===== config.mk =====
export PLATFORM = sky130hd
export DESIGN_NAME = refresh_scheduler_flat
export DESIGN_NICKNAME = d
export VERILOG_FILES = /design/src/rtl/dram_refresh_pkg.sv /design/src/rtl/refresh_scheduler_if.sv /design/src/rtl/refresh_credit.sv /design/src/rtl/refresh_scheduler.sv /design/src/flat_wrapper.sv
export SDC_FILE = /design/constraint.sdc
export NUM_CORES = 1
export LEC_CHECK = 0
export ABC_AREA = 1
export ABC_CLOCK_PERIOD_IN_PS = 3100
export CELL_PAD_IN_SITES_DETAIL_PLACEMENT = 0
export CELL_PAD_IN_SITES_GLOBAL_PLACEMENT = 1
export CORE_MARGIN = 1.5
export CORE_UTILIZATION = 35
export CTS_CLUSTER_SIZE = 10
export DETAILED_ROUTE_END_ITERATION = 10
export GPL_ROUTABILITY_DRIVEN = 0
export PLACE_DENSITY_LB_ADDON = 0.12
export SETUP_SLACK_MARGIN = 0.4
export SLEW_MARGIN = 5
export SYNTH_ARGS = -nofsm -noshare
export SYNTH_HDL_FRONTEND = slang
export SYNTH_SLANG_ARGS = --single-unit

===== constraint.sdc =====
create_clock -name clk -period 3.1 [get_ports clk]
set_input_delay 0.465 -clock clk [delete_from_list [all_inputs] [get_ports clk]]
set_output_delay 0.465 -clock clk [all_outputs]
set_load 0.01 [all_outputs]

===== src/rtl/dram_refresh_pkg.sv =====
// Shared DRAM refresh constants and the pending-counter width helper.
package dram_refresh_pkg;

    localparam int unsigned TREFI_DEFAULT    = 1170;  // 7.8 us at 150 MHz
    localparam int unsigned MAX_POSTPONE_DDR = 8;

    function automatic int unsigned pend_width(input int unsigned max_postpone);
        return $clog2(max_postpone + 1);
    endfunction

endpackage


===== src/rtl/refresh_scheduler_if.sv =====
// Command-scheduler side bundle of the refresh scheduler: config, per-rank req/ack, status.
interface refresh_scheduler_if
    import dram_refresh_pkg::*;
#(
    parameter int unsigned CNT_W     = 32,
    parameter int unsigned NUM_RANKS = 2,
    parameter int unsigned PEND_W    = pend_width(MAX_POSTPONE_DDR)
);

    logic                        en;
    logic [CNT_W-1:0]            cfg_trefi;
    logic [NUM_RANKS-1:0]        ref_ack;
    logic [NUM_RANKS-1:0]        ref_req;
    logic [NUM_RANKS-1:0]        ref_urgent;
    logic [NUM_RANKS*PEND_W-1:0] pending_cnt;
    logic                        tick;
    logic                        overflow_err;

    modport master (
        output en, cfg_trefi, ref_ack,
        input  ref_req, ref_urgent, pending_cnt, tick, overflow_err
    );

    modport slave (
        input  en, cfg_trefi, ref_ack,
        output ref_req, ref_urgent, pending_cnt, tick, overflow_err
    );

endinterface


===== src/rtl/refresh_credit.sv =====
// One rank's owed-refresh counter: saturating increment on tick, qualified decrement on ack.
module refresh_credit
    import dram_refresh_pkg::*;
#(
    parameter int unsigned MAX_POSTPONE  = MAX_POSTPONE_DDR,
    parameter int unsigned URGENT_THRESH = 6,
    parameter int unsigned PEND_W        = pend_width(MAX_POSTPONE)
) (
    input  logic              clk,
    input  logic              rst_b,
    input  logic              i_tick,
    input  logic              i_ack,
    output logic [PEND_W-1:0] o_pend,
    output logic              o_req,
    output logic              o_urgent,
    output logic              o_ovf_c
);

    logic [PEND_W-1:0] r_pend;
    logic [PEND_W-1:0] w_pend_nxt;
    logic              w_ack_ok;
    logic              w_at_max;

    assign w_ack_ok = i_ack && (r_pend != '0);
    assign w_at_max = (r_pend == PEND_W'(MAX_POSTPONE));

    // A tick and a valid ack on the same edge cancel out.
    always_comb begin
        w_pend_nxt = r_pend;
        o_ovf_c    = 1'b0;
        if (i_tick && !w_ack_ok) begin
            if (w_at_max) begin
                o_ovf_c = 1'b1;
            end else begin
                w_pend_nxt = r_pend + PEND_W'(1);
            end
        end else if (!i_tick && w_ack_ok) begin
            w_pend_nxt = r_pend - PEND_W'(1);
        end
    end

    always_ff @(posedge clk or negedge rst_b) begin
        if (!rst_b) begin
            r_pend <= '0;
        end else begin
            r_pend <= w_pend_nxt;
        end
    end

    assign o_pend   = r_pend;
    assign o_req    = (r_pend != '0);
    assign o_urgent = (r_pend >= PEND_W'(URGENT_THRESH));

endmodule


===== src/rtl/refresh_scheduler.sv =====
// tREFI interval timer feeding per-rank refresh credit counters, with sticky overflow.
module refresh_scheduler
    import dram_refresh_pkg::*;
#(
    parameter int unsigned CNT_W         = 32,
    parameter int unsigned NUM_RANKS     = 2,
    parameter int unsigned MAX_POSTPONE  = MAX_POSTPONE_DDR,
    parameter int unsigned URGENT_THRESH = 6,
    parameter int unsigned PEND_W        = pend_width(MAX_POSTPONE)
) (
    input  logic                clk,
    input  logic                rst_b,
    refresh_scheduler_if.slave  bus
);

    logic [CNT_W-1:0]            r_count;
    logic                        r_tick;
    logic                        r_overflow;
    logic                        w_trefi_on;
    logic                        w_wrap;
    logic [NUM_RANKS-1:0]        w_ovf;
    logic [NUM_RANKS-1:0]        w_req;
    logic [NUM_RANKS-1:0]        w_urgent;
    logic [NUM_RANKS*PEND_W-1:0] w_pend;

    // >= rather than == so a shrunk interval wraps immediately instead of rolling over.
    assign w_trefi_on = (bus.cfg_trefi != '0);
    assign w_wrap     = bus.en && w_trefi_on && (r_count >= (bus.cfg_trefi - CNT_W'(1)));

    always_ff @(posedge clk or negedge rst_b) begin
        if (!rst_b) begin
            r_count <= '0;
            r_tick  <= 1'b0;
        end else begin
            r_tick <= w_wrap;
            if (bus.en) begin
                if (!w_trefi_on || w_wrap) begin
                    r_count <= '0;
                end else begin
                    r_count <= r_count + CNT_W'(1);
                end
            end
        end
    end

    for (genvar g = 0; g < int'(NUM_RANKS); g++) begin : g_rank
        refresh_credit #(
            .MAX_POSTPONE  (MAX_POSTPONE),
            .URGENT_THRESH (URGENT_THRESH),
            .PEND_W        (PEND_W)
        ) u_credit (
            .clk      (clk),
            .rst_b    (rst_b),
            .i_tick   (w_wrap),
            .i_ack    (bus.ref_ack[g]),
            .o_pend   (w_pend[g*PEND_W +: PEND_W]),
            .o_req    (w_req[g]),
            .o_urgent (w_urgent[g]),
            .o_ovf_c  (w_ovf[g])
        );
    end

    // Sticky until reset: any rank dropping a tick at saturation.
    always_ff @(posedge clk or negedge rst_b) begin
        if (!rst_b) begin
            r_overflow <= 1'b0;
        end else begin
            r_overflow <= r_overflow | (|w_ovf);
        end
    end

    assign bus.tick         = r_tick;
    assign bus.overflow_err = r_overflow;
    assign bus.pending_cnt  = w_pend;
    assign bus.ref_req      = w_req;
    assign bus.ref_urgent   = w_urgent;

endmodule

===== src/flat_wrapper.sv =====
// flat-port wrapper written by rule: the top's interface ports become plain ports
module refresh_scheduler_flat import dram_refresh_pkg::*;
#(
    parameter int unsigned CNT_W         = 32,
    parameter int unsigned NUM_RANKS     = 2,
    parameter int unsigned MAX_POSTPONE  = MAX_POSTPONE_DDR,
    parameter int unsigned URGENT_THRESH = 6,
    parameter int unsigned PEND_W        = pend_width(MAX_POSTPONE)
)
  (clk, rst_b, bus_en, bus_cfg_trefi, bus_ref_ack, bus_ref_req, bus_ref_urgent, bus_pending_cnt, bus_tick, bus_overflow_err);
  refresh_scheduler_if #(.CNT_W(CNT_W), .NUM_RANKS(NUM_RANKS), .PEND_W(PEND_W)) bus_i ();
  input  logic clk;
  input  logic rst_b;
  input wire logic [$bits(bus_i.en)-1:0] bus_en;
  input wire logic [$bits(bus_i.cfg_trefi)-1:0] bus_cfg_trefi;
  input wire logic [$bits(bus_i.ref_ack)-1:0] bus_ref_ack;
  output wire logic [$bits(bus_i.ref_req)-1:0] bus_ref_req;
  output wire logic [$bits(bus_i.ref_urgent)-1:0] bus_ref_urgent;
  output wire logic [$bits(bus_i.pending_cnt)-1:0] bus_pending_cnt;
  output wire logic [$bits(bus_i.tick)-1:0] bus_tick;
  output wire logic [$bits(bus_i.overflow_err)-1:0] bus_overflow_err;
  assign bus_i.en = bus_en;
  assign bus_i.cfg_trefi = bus_cfg_trefi;
  assign bus_i.ref_ack = bus_ref_ack;
  assign bus_ref_req = bus_i.ref_req;
  assign bus_ref_urgent = bus_i.ref_urgent;
  assign bus_pending_cnt = bus_i.pending_cnt;
  assign bus_tick = bus_i.tick;
  assign bus_overflow_err = bus_i.overflow_err;
  refresh_scheduler #(.CNT_W(CNT_W), .NUM_RANKS(NUM_RANKS), .MAX_POSTPONE(MAX_POSTPONE), .URGENT_THRESH(URGENT_THRESH), .PEND_W(PEND_W)) u_core (.clk(clk), .rst_b(rst_b), .bus(bus_i));
endmodule

==> qor.csv <==
metric,value,unit
status,finished with violations,
violations,setup timing,
grt_max_degree,43,
dp_hpwl,8210,µm
htreeDepth,2,
worstMarginPinSlew,0.979,ns
final_common_cell,nand2_1,
routed_wl,10400,µm
rsz0062_at_grt,yes,
ys_ff_latch,42,
yosys_warnings,0,
syn_inst,550,
async_flop_share,1.00,
skew,0.00794,ns
ys_seq_area_frac,0.260,
pwr-share-seq,0.330,
clkTransAtPathRegs,0.06,ns
syn_to_final_growth,48.6,%
ys.flop_type,dfrtp_1,
critPathCaptureType,flip-flop,
path_max_fanout,3,
tns,-11.62,ns
grt_pass1_wl,17800,µm
yosys-top-cells-area,"dfrtp_1, ha_1, nand2_1, xor2_1, nor2_1",
grtUsageTotal,0.175,
intPower,1.53,mW
final_cell_mix,"nand2_1, buf_4, inv_1, nor2_1, dfrtp_1",
drc,0,
via_per_inst,4.72,
slew_violations,0,
yosysTopAreaCellShare,0.260,
fin_ws,-0.460,ns
cts_hold_buf,0,
die-area,0.0122,mm²
hold_slack,0.346,ns
via_count,3959,
setup_viol,40,
hold_viol,0,
relSlewSlack,0.348,
first_pass_iters,4,
r2r_start,u_core.r_count[6],
cts_tree,yes,
dp_slack,-1.33,ns
r2r_end,u_core.g_rank[1].u_credit.o_pend[3],
p_leak,2.84,nW
design_area,0.00601,mm²
cts.sinks,42,
swShare,0.372,
r2r_slack,0.48,ns
yosys.area.top_type,dfrtp_1,
synth_edf_count,0,
wl_per_cell,12.4,µm
cts_made_buffers,5,
die_w,110,µm
boundaryPins,51,
cp.required,3.28,ns
combPwrFrac,0.448,
ant_nets,0,
diodes,0,
period_share,1.15,
fmax,281,MHz
synth_area,0.00404,mm²
rows,39,
syn_avg_cell_area,7.35,µm²
power.total,2.43,mW
maxCapViolations,0,
reg2regPathDepth,21,
clockPowerShare,0.222,
clock_path_buffers,2,
die_y,110,µm
grt_overflow,0,
hold_class,input pin to async pin,
p_per_area,405,mW/mm²
placed_area,0.00539,mm²
min_period,3.56,ns
ys_types,33,
fin_nets,772,
drt_iter0_markers,118,
ir_drop,0.343,mV
coreArea,0.0113,mm²
antenna_found_initial,0,
nFillCells,1150,
io_buffers,50,
start_kind,input pin,
grt_pass1_vias,3962,
layout-drive-gt1-share,0.318,
path_class,input pin to flip-flop,
cts_root_buffer,clkbuf_16,
arrival,3.74,ns
initial_utilization,0.357,
p_sw,0.904,mW
clk_latency,0.29,ns
syn_nets,627,
==> cell type report <==
cell class / count / area, µm² / share of cell area
multi-input combinational: 431 / 3050 / 0.507
timing repair buffer: 145 / 1280 / 0.213
sequential: 42 / 1050 / 0.175
inverter: 70 / 305 / 0.0508
tap: 143 / 179 / 0.0298
clock buffer: 7 / 143 / 0.0237
clock inverter: 1 / 5.00 / 0.000833
==> timing repair <==
action,4_1_cts,5_1_grt
endpoints found under the hold margin,0,0
buffers inserted,13,6
endpoints found under the setup margin,42,42
resized for setup,74,60
cloned,1,0
pin swaps,45,20
==> power by group through the flow <==
| stage | logic, mW | registers, mW | clock network (mW) |
|---|---|---|---|
| 4_1_cts | 1.05 | 0.804 | 0.547 |
| 2_1_floorplan | 0.629 | 0.797 | 0 |
| 6_report | 1.09 | 0.802 | 0.541 |
| 3_5_place_dp | 1.03 | 0.813 | 0 |
| 5_1_grt | 1.24 | 0.829 | 0.571 |
| 3_3_place_gp | 1.00 | 0.809 | 0 |
==> synth_stat cells (all sizes together) (5+ instances only) <==
cell,count
a21oi,16
buf,7
dfrtp,42
ha,38
inv,70
nand2,130
nand3,28
nand4,13
nor2,104
nor3,19
nor4,5
o21ai,12
xnor2,18
xor2,34
==> per-layer routing <==
metal  part of all wire  GRT usage  vias up
li1                   -          -     2037
met1               0.46      0.219     1853
met2               0.51      0.319       58
met3              0.024     0.0198       11
met4              0.011     0.0444        0
met5                  0          0        -
==> cells by family after synthesis <==
logic type | after synthesis | synth area share
and+or+nand+nor | 304 | 0.368
xor gates and xnor gates | 52 | 0.113
buffers and inverters | 77 | 0.0848
DFF | 42 | 0.260
AOI/OAI and AO/OA | 35 | 0.0476
adders and majority gates | 40 | 0.127
==> metrics by stage <==
step	utilization	std cells
finish	0.531	839
global route	0.531	839
CTS	0.513	833
detailed placement	0.476	811
global placement	0.476	811
floorplan	-	550
==> registers in the layout, indices dropped and copies added, names as in the netlist <==
| register | cells |
|---|---|
| u_core.bus.tick | 1 |
| u_core.bus.overflow_err | 1 |
| u_core.g_rank.u_credit.o_pend | 8 |
| u_core.r_count | 32 |
==> critical path, stage by stage <==
cell,delay (ns)
clkdlybuf4s50_1,0.43
or2_1,0.25
nor2_2,0.16
nand2_4,0.08
nor3_4,0.15
buf_4,0.14
xor2_1,0.14
inv_1,0.07
ha_1,0.27
nand2_1,0.07
nor2_1,0.10
nand2_1,0.07
nor2_1,0.10
nand2_1,0.09
nand2_4,0.12
nand2_4,0.07
nor2_4,0.12
inv_4,0.06
ha_4,0.24
nand2_2,0.06
nand2_1,0.04
a31oi_1,0.17
inv_1,0.06
nand2_1,0.07
nand2_1,0.06
nand2_1,0.05
nand2_1,0.05
==> worst max path at each step <==
| stage | end | cells after the start | from |
|---|---|---|---|
| global route | u_core.g_rank[1].u_credit.o_pend[3] | 32 | bus_cfg_trefi[1] |
| floorplan | u_core.g_rank[1].u_credit.o_pend[3] | 29 | bus_cfg_trefi[1] |
| global placement | u_core.g_rank[1].u_credit.o_pend[3] | 31 | bus_cfg_trefi[1] |
| detailed placement | u_core.g_rank[0].u_credit.o_pend[3] | 29 | bus_cfg_trefi[1] |
| CTS | u_core.g_rank[1].u_credit.o_pend[3] | 31 | bus_cfg_trefi[1] |
| finish | u_core.g_rank[1].u_credit.o_pend[3] | 27 | bus_cfg_trefi[16] |
Power figures use the tool's default switching activity.
